[src/rtl/instr_fetch.sv]
// Sequential instruction fetcher for a fixed two-cycle program memory: tracks in-flight
// reads, buffers returned words for the decoder and flushes cleanly on branch redirects.
module instr_fetch #(
  parameter logic [31:0] RESET_PC   = 32'h0000_0000,
  parameter int          FIFO_DEPTH = 4
) (
  input  logic        clk_in,
  input  logic        rst_in,
  output logic [31:0] mem_addr,
  output logic        mem_read_request,
  input  logic [31:0] mem_instr,
  input  logic        mem_data_valid,
  input  logic        redirect_in,
  input  logic [31:0] redirect_pc_in,
  output logic [31:0] instr_out,
  output logic [31:0] pc_out,
  output logic        valid_out,
  input  logic        ready_in
);
  localparam int AW = $clog2(FIFO_DEPTH);
  localparam int CW = AW + 2;

  typedef enum logic {RUN = 1'b0, FLUSH = 1'b1} state_t;

  state_t        state;
  state_t        state_next;
  logic [31:0]   fetch_pc;
  logic          s1_live;
  logic          s2_live;
  logic [31:0]   s1_pc;
  logic [31:0]   s2_pc;
  logic [31:0]   buf_instr [FIFO_DEPTH];
  logic [31:0]   buf_pc    [FIFO_DEPTH];
  logic [AW-1:0] wr_ptr;
  logic [AW-1:0] rd_ptr;
  logic [AW:0]   count;
  logic [CW-1:0] pending;
  logic          issue;
  logic          push;
  logic          pop;
  logic [31:0]   redirect_target;

  assign mem_addr  = fetch_pc;
  assign valid_out = (count != (AW+1)'(0));
  assign instr_out = buf_instr[rd_ptr];
  assign pc_out    = buf_pc[rd_ptr];

  // Next state, issue credit and buffer push/pop decisions.
  always_comb begin
    state_next      = RUN;
    issue           = 1'b0;
    push            = 1'b0;
    pop             = 1'b0;
    pending         = CW'(count) + CW'(mem_read_request) + CW'(s1_live) + CW'(s2_live);
    redirect_target = redirect_pc_in & 32'hFFFF_FFFC;
    case (state)
      RUN:     state_next = redirect_in ? FLUSH : RUN;
      FLUSH:   state_next = redirect_in ? FLUSH : RUN;
      default: state_next = RUN;
    endcase
    if (redirect_in) begin
      issue = 1'b0;
      push  = 1'b0;
      pop   = 1'b0;
    end else begin
      // Every buffered, presented or tracked read may still land in the buffer.
      issue = (pending < CW'(FIFO_DEPTH));
      push  = mem_data_valid & s2_live & (state == RUN);
      pop   = valid_out & ready_in;
    end
  end

  // Fetch address, request strobe, in-flight tracker and buffer occupancy.
  always_ff @(posedge clk_in or posedge rst_in) begin
    if (rst_in) begin
      state            <= RUN;
      fetch_pc         <= RESET_PC;
      mem_read_request <= 1'b0;
      s1_live          <= 1'b0;
      s2_live          <= 1'b0;
      s1_pc            <= 32'h0000_0000;
      s2_pc            <= 32'h0000_0000;
      count            <= '0;
      wr_ptr           <= '0;
      rd_ptr           <= '0;
    end else begin
      state <= state_next;
      s1_pc <= fetch_pc;
      s2_pc <= s1_pc;
      if (redirect_in) begin
        // The read presented during the redirect cycle is never tracked; the
        // target is presented straight away in the flush cycle.
        fetch_pc         <= redirect_target;
        mem_read_request <= 1'b1;
        s1_live          <= 1'b0;
        s2_live          <= 1'b0;
        count            <= '0;
        wr_ptr           <= '0;
        rd_ptr           <= '0;
      end else begin
        fetch_pc         <= mem_read_request ? fetch_pc + 32'd4 : fetch_pc;
        mem_read_request <= issue;
        s1_live          <= mem_read_request;
        s2_live          <= s1_live;
        count            <= count + (AW+1)'(push) - (AW+1)'(pop);
        if (push) begin
          wr_ptr <= wr_ptr + AW'(1);
        end
        if (pop) begin
          rd_ptr <= rd_ptr + AW'(1);
        end
      end
    end
  end

  // Buffer storage; cleared on reset so the head reads as zero.
  always_ff @(posedge clk_in or posedge rst_in) begin
    if (rst_in) begin
      for (int i = 0; i < FIFO_DEPTH; i++) begin
        buf_instr[i] <= 32'h0000_0000;
        buf_pc[i]    <= 32'h0000_0000;
      end
    end else if (push) begin
      buf_instr[wr_ptr] <= mem_instr;
      buf_pc[wr_ptr]    <= s2_pc;
    end
  end
endmodule
[config.mk]
export PLATFORM = sky130hd
export DESIGN_NAME = instr_fetch
export DESIGN_NICKNAME = d
export VERILOG_FILES = /design/src/rtl/instr_fetch.sv
export SDC_FILE = /design/constraint.sdc
export NUM_CORES = 1
export LEC_CHECK = 0
export BUFFER_PORTS_ARGS = -buffer_cell sky130_fd_sc_hd__buf_2
export CORE_AREA = 2 2 166 168
export DETAILED_ROUTE_END_ITERATION = 10
export DIE_AREA = 0 0 168 170
export PLACE_DENSITY = 0.75
export SETUP_SLACK_MARGIN = 0.5
export SLEW_MARGIN = 40
export SYNTH_ARGS = -nofsm -noshare
export SYNTH_HDL_FRONTEND = slang
export SYNTH_SLANG_ARGS = --single-unit
[constraint.sdc]
create_clock -name clk_in -period 14.3 [get_ports clk_in]
set_input_delay 0.715 -clock clk_in [delete_from_list [all_inputs] [get_ports clk_in]]
set_output_delay 0.715 -clock clk_in [all_outputs]
set_load 0.03 [all_outputs]
==> impl_metrics.py, run 1 <==
metrics = {
    "status": {
        "status": "completed",
    },
    "clock_network": {
        "h-tree-depth": 2,
        "cts_setup_buffers": 0,
        "cts_buffers": 37,
        "clock_latency_ns": 0.51,
        "cts_resized": 0,
        "clk_pin_slew_ns": 0.06,
        "root_buffer": "clkbuf_16",
        "hold_buffers": 0,
        "cts_tree": "yes",
        "cts.sinks": 349,
        "clk_path_buf_depth": 3,
    },
    "floorplanning": {
        "dieHeight_um": 170,
        "dieArea_um2": 28560,
        "ios": 167,
        "initial_core_util_pct": 54.40,
        "die_w_um": 168,
        "rows": 60,
        "core_area_um2": 26650,
    },
    "global_routing": {
        "globalRouteMet2Util_pct": 35.16,
        "grt_pass1_wl_um": 49070,
        "grtUsageTotal_pct": 21.98,
        "grt_max_degree": 156,
        "gr-usage-met3_pct": 4.488,
        "grt.busiest_layer": "met2",
        "gr-usage-met1_pct": 30.96,
        "antenna_found_initial": 2,
        "grt_pass1_vias": 8910,
        "grt_overflow": 0,
    },
    "placement": {
        "port_buffers": 160,
        "dp_hpwl_um": 18040,
        "dp_worst_setup_slack_ns": 10.97,
        "place.gp.congestion": 0.7754,
    },
    "setup_path": {
        "cpPeakStageDelay_ns": 0.75,
        "cp.required_ns": 13.59,
        "reg2reg_slack_ns": 11.65,
        "endpoint_kind": "primary output",
        "crit_family": "buffers and inverters",
        "cp-start-kind": "flip-flop",
        "crit_slowest_cell": "dfrtp_4",
        "arrival_ns": 2.71,
        "worstPathBufferInverterCount": 2,
        "worstSetupPathType": "reg -> out",
        "worstPathMaxFanout": 43,
        "crit_chain": "buf_6 -> mux4_2 -> buf_2",
    },
    "power_and_ir_drop": {
        "p_comb_share_pct": 24.2,
        "power.density_nw_per_um2": 166.3,
        "vdd_drop_max_v": 0.0001081,
        "pwr-share-clk_pct": 33.0,
        "intPower_mw": 1.940,
        "leakagePower_nw": 8.039,
        "seq_power_share_pct": 42.8,
        "p_sw_uw": 855.5,
        "switching_share_pct": 30.60,
    },
    "synth": {
        "synth.avg_cell_area_um2": 15.62,
        "syn_inst": 928,
        "ys_warn_count": 0,
        "synthDistinctLibCells": 40,
        "async_flop_share_pct": 100.0,
        "synth-edff-count": 0,
        "ys_ff_latch": 349,
        "ys.flop_type": "dfrtp_1",
        "synth_most_common_cell": "dfrtp_1",
        "synth.cell_area_um2": 14500,
        "yosysTopAreaCell": "dfrtp_1",
        "seq_area_frac_synth_pct": 60.24,
        "synthTopCellsByCount": "349 x dfrtp_1, 248 x mux2_2, 62 x mux4_2, 36 x clkbuf_1, 34 x nand2_1",
        "synth.area.top_cells": "dfrtp_1 60%, mux2_2 19%, mux4_2 9.6%, clkbuf_1 0.93%, nand2_1 0.88%",
        "synth_top_area_share_pct": 60.24,
    },
    "final_layout": {
        "multiInputGateArea_um2": 5533,
        "final_nets": 1160,
        "area_delta_synth_final_pct": 15.98,
        "drive_gt1_share_pct": 49.32,
        "fill_cells": 1969,
        "ff_latch_area_um2": 8741,
    },
    "sta": {
        "final_max_slew_viol_count": 0,
        "tns_ns": 0,
        "fmax_mhz": 292.4,
        "tightest_slew_ns": 0.8428,
        "rsz0062_at_grt": "false",
        "max-slew-margin-rel_pct": 43.75,
        "fin_crit_ns": 3.420,
        "hold_viol": 0,
        "setup_viol_count_final": 0,
        "finalCritPeriodShare_pct": 23.92,
        "setup_slack_ns": 10.88,
        "finalClockSkew_ns": 0.01759,
    },
    "routing": {
        "firstDrtPassIters": 4,
        "drc": 0,
        "ant_nets": 0,
        "post_drt_via_cell_ratio": 5.799,
        "drt_iter0_markers": 461,
        "wire_per_inst_um": 20.89,
        "vias": 8385,
        "routed_wirelength_um": 30200,
    },
    "flow_run": {
        "maxCapViolCount": 0,
    },
    "worst_hold_path": {
        "hold_path.class": "in -> async",
    },
}
## path summary, 6_finish.rpt
| check | start | end | cells after the start |
|---|---|---|---|
| setup / recovery | rd_ptr[0] | pc_out[3] | 3 |
| min in group clk_in | s1_pc[3] | s2_pc[3] | 0 |
| setup reg to reg | state | count[2] | 10 |
| max in group asynchronous | rst_in | buf_pc[121] | 3 |
| hold reg to reg | s1_pc[3] | s2_pc[3] | 0 |
| hold / removal | rst_in | buf_instr[86] | 2 |
## cells by family after synthesis
| logic type | synth area share, % |
|---|---|
| and+or+nand+nor | 4.445 |
| AOI/OAI and AO/OA | 2.123 |
| other | 0.02587 |
| DFF | 60.24 |
| buffers and inverters | 2.140 |
| muxes | 29.03 |
| adders and majority gates | 0.9666 |
| xor gates and xnor gates | 1.027 |
## registers in the layout, indices dropped and copies added, names as in the netlist
register,cells
mem_read_request,1
buf_instr,128
wr_ptr,2
mem_addr,30
count,3
state,1
s1_pc,30
buf_pc,120
s1_live,1
rd_ptr,2
s2_pc,30
s2_live,1
## cell usage in the layout, fill, tap and decap left out, types with 8 or more instances in the layout
master     count
a31oi_1       12
clkbuf_1      11
inv_1         16
dfrtp_1      347
or4_1          8
nand2_1       30
mux4_2        62
clkbuf_8       9
ha_1           8
nor2_1        27
o21ai_0       15
mux2_2       248
clkbuf_16     37
xnor2_1       10
buf_2        159
o31ai_1        9
nand3_1       11
## per-layer routing
layer	up-vias	share of wire [%]
li1	3701	-
met2	209	49
met5	-	0
met1	4424	44
met3	51	5.0
met4	0	2.3
## layout make-up
class / instances / share of cell area, %
clock inverter: 4 / 0.4167
tap: 341 / 2.537
inverter: 18 / 0.4985
sequential: 349 / 51.98
timing repair buffer: 165 / 5.142
clock buffer: 57 / 6.489
antenna: 2 / 0.02976
multi-input combinational: 510 / 32.90
## per-stage QoR
stage | area (µm²) | hold slack [ns] | power (mW) | utilization [%] | instances
2_1_floorplan | 14510 | 0.3312 | 1.702 | - | 931
3_3_place_gp | 15570 | 0.3320 | 1.883 | 58.42 | 1382
3_5_place_dp | 15640 | 0.3347 | 1.900 | 58.69 | 1383
4_1_cts | 16800 | 0.3478 | 2.831 | 63.05 | 1444
5_1_grt | 16810 | 0.3523 | 2.925 | 63.08 | 1445
6_report | 16810 | 0.2566 | 2.796 | 63.09 | 1446
## power by group through the flow
stage          Sequential (mW)  Clock (mW)  Combinational (mW)
2_1_floorplan             1.19           0               0.514
3_3_place_gp              1.21           0               0.671
3_5_place_dp              1.22           0               0.685
4_1_cts                   1.20       0.944               0.687
5_1_grt                   1.22       0.984               0.724
6_report                  1.20       0.922               0.676
(Power assumes the default switching activity.)
==> run 2, diff against run 1 <==
Settings changed: CORE_AREA 2 2 166 168 to 2 2 169 171, DIE_AREA 0 0 168 170 to 0 0 171 173.
Clock period 14.3 ns to 3 ns, I/O delays scaled along.
==> run 2 against run 1 <==
Flip-flop and latch count unchanged; largest cell class unchanged; critical path type unchanged; via count is 3.8% higher; critical endpoint is now pc_out[9]; die area increased by 3.6%; core utilization is 1.0 points higher; largest power group unchanged; count of clock-buffer cells in the layout is the same; hold slack got worse by 0.23 ns; clock power grew to 4.7 times the previous value; worst setup slack got worse by 10 ns.
==> impl_metrics.py, run 2 (synthesis gave the netlist of run 1 again) <==
metrics = {
    "global_routing": {
        "antenna_found_initial": 1,
        "grt_max_degree": 150,
        "grt_overflow": 0,
        "grtUsageTotal_pct": 22.42,
        "grt_pass1_wl_um": 51850,
        "grt_pass1_vias": 9547,
    },
    "sta": {
        "fin_crit_ns": 2.307,
        "tns_ns": 0,
        "finalClockSkew_ns": 0.009503,
        "finalCritPeriodShare_pct": 76.88,
        "final_max_slew_viol_count": 0,
        "hold_viol": 0,
        "setup_slack_ns": 0.6935,
        "fmax_mhz": 433.6,
        "max-slew-margin-rel_pct": 43.60,
        "rsz0062_at_grt": "false",
        "tightest_slew_ns": 0.8382,
        "setup_viol_count_final": 0,
    },
    "placement": {
        "dp_hpwl_um": 19740,
        "placed_area_um2": 15860,
        "place.gp.congestion": 0.7809,
        "dp_worst_setup_slack_ns": 0.7599,
        "port_buffers": 160,
    },
    "routing": {
        "drc": 0,
        "vias": 8700,
        "routed_wirelength_um": 31720,
        "wire_per_inst_um": 20.25,
        "firstDrtPassIters": 6,
        "drt_iter0_markers": 491,
        "ant_nets": 0,
        "post_drt_via_cell_ratio": 5.556,
    },
    "floorplanning": {
        "initial_core_util_pct": 52.47,
        "die_w_um": 171,
        "core_area_um2": 27630,
        "ios": 167,
        "rows": 61,
        "dieHeight_um": 173,
        "dieArea_um2": 29580,
    },
    "final_layout": {
        "drive_gt1_share_pct": 47.47,
        "area_delta_synth_final_pct": 22.17,
        "reg.largest.list": "buf_instr: 128 flops, buf_pc: 120 flops",
        "final_util_pct": 64.11,
        "layout_common_cells": "347 x dfrtp_1, 248 x mux2_2, 160 x buf_2, 64 x dlygate4sd3_1, 62 x mux4_2",
        "design_area_um2": 17710,
        "final_nets": 1241,
        "layout_commonest_cell": "dfrtp_1",
        "largest_reg_flops": 128,
        "regMostFlops": "buf_instr",
    },
    "setup_path": {
        "endpoint_kind": "primary output",
        "arrival_ns": 2.16,
        "worstSetupPathType": "reg -> out",
        "worstPathMaxFanout": 16,
        "cp.required_ns": 2.85,
        "cp-start-kind": "flip-flop",
    },
    "clock_network": {
        "cts_resized": 0,
        "clk_path_buf_depth": 3,
        "clk_pin_slew_ns": 0.06,
        "cts.sinks": 349,
        "clock_latency_ns": 0.51,
        "root_buffer": "clkbuf_16",
        "cts_buffers": 37,
        "h-tree-depth": 2,
        "cts_tree": "yes",
    },
    "power_and_ir_drop": {
        "vdd_drop_max_v": 0.0005133,
        "leakagePower_nw": 8.471,
        "power.density_nw_per_um2": 761.6,
    },
    "flow_run": {
        "maxCapViolCount": 0,
    },
    "worst_hold_path": {
        "hold_path.class": "in -> reg",
    },
    "status": {
        "status": "completed",
    },
}
-- run 2: cell types whose count changed in the layout (fill, tap and decap cells not counted), moves of 2 or more --
| cell | delta |
|---|---|
| dlygate4sd3_1 | +64 |
| clkbuf_16 | +2 |
| nand2_8 | -4 |
| clkinvlp_4 | +3 |
| nand2_4 | +4 |
| buf_6 | -3 |
| bufinv_16 | -2 |
| buf_12 | +10 |
| buf_4 | +8 |
-- run 2: repair_timing --
action / 4_1_cts / 5_1_grt
setup buffers: 1 / 0
setup endpoints to repair: 24 / 0
hold buffers: 64 / 0
endpoints found under the hold margin: 382 / 0
-- run 2: final timing paths --
kind	startpoint	to	slack, ns	cells past startpoint
max in group asynchronous	rst_in	rd_ptr[0]	1.85	5
max reg2reg	count[1]	count[2]	0.75	10
max	rd_ptr[0]	pc_out[9]	0.69	3
min reg2reg	s1_pc[30]	s2_pc[30]	0.34	0
min in group asynchronous	rst_in	buf_pc[76]	0.32	4
min	ready_in	rd_ptr[1]	0.03	4
-- run 2: routing by layer --
metal | vias to the layer above | share of wire (%) | global-route usage, % | routed length [µm]
met3 | 61 | 4.3 | 3.777 | 1379
met5 | - | 0 | 0 | 0
li1 | 3857 | - | - | -
met1 | 4604 | 44 | 31.51 | 13990
met2 | 178 | 49 | 36.00 | 15480
met4 | 0 | 2.7 | 7.168 | 871
-- run 2: cell type report --
class                   instances  area, µm²
diodes                          2      5.005
clock buffers                  57       1124
clock inverters                 6      38.79
fillers                      2072       9917
inverters                      18      71.32
multi-input cells             510       5495
flip-flops and latches        349       8741
well taps                     378      473.0
repair buffers                246       1764
-- run 2: per-stage QoR --
step	cells	power, mW	hold slack (ns)
floorplan	931	8.117	0.1814
global placement	1435	9.069	0.3319
detailed placement	1435	9.144	0.3347
CTS	1563	13.63	0.01402
global route	1565	14.08	0.05848
finish	1566	13.49	0.02848
-- run 2: critical path, stage by stage (launching register included) --
cell and delay (ns):
dfrtp_4 0.63, buf_12 0.24, mux4_2 0.56, buf_2 0.20
-- run 2: report_power, final --
group | internal [mW] | switching, mW
Combinational | 1.47 | 1.99
Clock | 2.57 | 1.77
Sequential | 5.25 | 0.430
Total | 9.30 | 4.19
==> run 3, diff against run 2 <==
Clock period 3 ns to 2 ns, I/O delays scaled along.
==> run 3 against run 2 <==
The run now ends with setup timing left; hold slack better by 0.021 ns; count of clock-buffer cells in the layout down 2; largest power group unchanged; clock power rose by 66%; core utilization up 14 points; design area rose by 21%; cell count grew 10%; clock skew is 0.025 ns higher.
==> impl_metrics.py, run 3 (synthesis gave the netlist of run 1 again) <==
metrics = {
    "status": {
        "status": "finished with violations",
        "violations": "setup timing",
    },
    "global_routing": {
        "gr-usage-met3_pct": 5.196,
        "grtUsageTotal_pct": 27.20,
        "globalRouteMet2Util_pct": 44.79,
        "antenna_found_initial": 2,
        "grt_pass1_vias": 10640,
        "grt_pass1_wl_um": 61500,
        "gr-usage-met1_pct": 36.82,
        "grt_overflow": 0,
        "grt.busiest_layer": "met2",
        "grt_max_degree": 98,
    },
    "setup_path": {
        "reg2reg_slack_ns": -0.08,
        "worstPathMaxFanout": 7,
        "endpoint_kind": "primary output",
        "arrival_ns": 2.10,
        "reg2reg_depth": 10,
        "worstSetupPathType": "reg -> out",
        "r2r-start": "count[1]",
        "cp.required_ns": 1.90,
        "regToRegEndpoint": "count[2]",
        "cp-start-kind": "flip-flop",
    },
    "final_layout": {
        "fill_cells": 1400,
        "final_nets": 1399,
        "largest_reg_flops": 128,
        "layout_common_cells": "336 x dfrtp_1, 147 x mux2_2, 108 x buf_6, 101 x mux2_4, 97 x buf_2",
        "regMostFlops": "buf_instr",
        "area_delta_synth_final_pct": 48.26,
        "layout_commonest_cell": "dfrtp_1",
        "drive_gt1_share_pct": 58.95,
        "design_area_um2": 21490,
        "reg.largest.list": "buf_instr: 128 flops, buf_pc: 120 flops",
    },
    "routing": {
        "firstDrtPassIters": 5,
        "vias": 10400,
        "routed_wirelength_um": 46890,
        "wire_per_inst_um": 27.15,
        "post_drt_via_cell_ratio": 6.021,
        "drc": 0,
        "ant_nets": 0,
        "drt_iter0_markers": 842,
    },
    "power_and_ir_drop": {
        "p_total_mw": 23.84,
        "leakagePower_nw": 10.30,
        "vdd_drop_max_v": 0.0008372,
        "power.density_nw_per_um2": 1109,
    },
    "worst_hold_path": {
        "hp-start": "redirect_in",
        "hold_path.class": "in -> reg",
        "holdPathEnd": "mem_addr[24]",
        "holdPathStages": 4,
    },
    "sta": {
        "setup_slack_ns": -0.2002,
        "tightest_slew_ns": 0.5400,
        "setup_viol_count_final": 64,
        "hold_viol": 0,
        "finalClockSkew_ns": 0.03482,
        "rsz0062_at_grt": "true",
        "final_max_slew_viol_count": 0,
        "fmax_mhz": 454.5,
        "whs_ns": 0.04959,
        "max-slew-margin-rel_pct": 64.00,
        "fin_crit_ns": 2.200,
        "finalCritPeriodShare_pct": 110.0,
    },
    "placement": {
        "dp_hpwl_um": 19430,
        "port_buffers": 160,
        "place.gp.congestion": 0.8569,
        "placed_area_um2": 16180,
    },
    "clock_network": {
        "clk_pin_slew_ns": 0.06,
        "clock_latency_ns": 0.54,
        "cts.sinks": 349,
        "cts_tree": "yes",
        "cts_buffers": 37,
        "root_buffer": "clkbuf_16",
        "clk_path_buf_depth": 3,
        "h-tree-depth": 2,
    },
    "floorplanning": {
        "dieHeight_um": 173,
        "rows": 61,
        "core_area_um2": 27630,
        "die_w_um": 171,
        "dieArea_um2": 29580,
        "ios": 167,
        "initial_core_util_pct": 52.47,
    },
    "flow_run": {
        "maxCapViolCount": 0,
    },
}
-- run 3: changes by cell type in the layout (fill, tap and decap cells not counted), sizes merged --
cell	change
or3	+2
nand2	+3
dlygate4sd3	+1
clkinvlp	-2
bufinv	+4
buf	+143
clkinv	+3
clkbuf	+7
-- run 3: worst max path at each step --
stage / start / end / slack, ns
CTS: rd_ptr[0] / pc_out[18] / -0.16
floorplan: rst_in / buf_instr[0] / -2.77
global route: rd_ptr[0] / pc_out[18] / -0.23
detailed placement: count[2] / count[1] / -0.05
finish: rd_ptr[0] / pc_out[18] / -0.20
global placement: count[2] / count[1] / -0.02
-- run 3: per-layer routing --
layer	routed length, µm	vias to the layer above
met5	13	-
met4	1511	2
met3	3225	131
met2	23430	524
met1	18710	5515
li1	-	4226
-- run 3: cell type report --
class	count	area (µm²)	share of cell area [%]
antenna	2	5.005	0.02328
clock buffer	55	1116	5.192
clock inverter	11	158.9	0.7393
inverter	18	76.32	0.3551
multi-input combinational	515	6439	29.96
sequential	349	8755	40.73
tap	378	473.0	2.200
timing repair buffer	399	4472	20.80
-- run 3: what timing repair did --
action,4_1_cts,5_1_grt
resized for setup,258,183
endpoints found under the setup margin,310,344
buffers inserted,55,30
hold buffers,65,0
pin swaps,36,31
cloned,27,15
hold endpoints to repair,305,0
-- run 3: report_power, final --
group / internal (mW) / switching (mW)
registers: 7.88 / 0.620
logic: 4.08 / 4.01
clock network: 4.38 / 2.86
-- run 3: through the flow --
stage / std cells / setup slack, ns / setup TNS (ns) / utilization [%]
floorplan: 931 / -2.772 / -968.02 / -
global placement: 1467 / -0.01890 / -0.01890 / 58.55
detailed placement: 1467 / -0.05216 / -0.07235 / 58.55
CTS: 1680 / -0.1587 / -6.855 / 72.84
global route: 1726 / -0.2273 / -11.05 / 77.79
finish: 1727 / -0.2002 / -7.877 / 77.80
-- run 3: worst max-delay path, stage by stage, from the launching register on --
cell and delay [ns]:
dfrtp_4 0.51, buf_12 0.15, buf_12 0.13, buf_16 0.15, mux4_2 0.46, buf_6 0.17
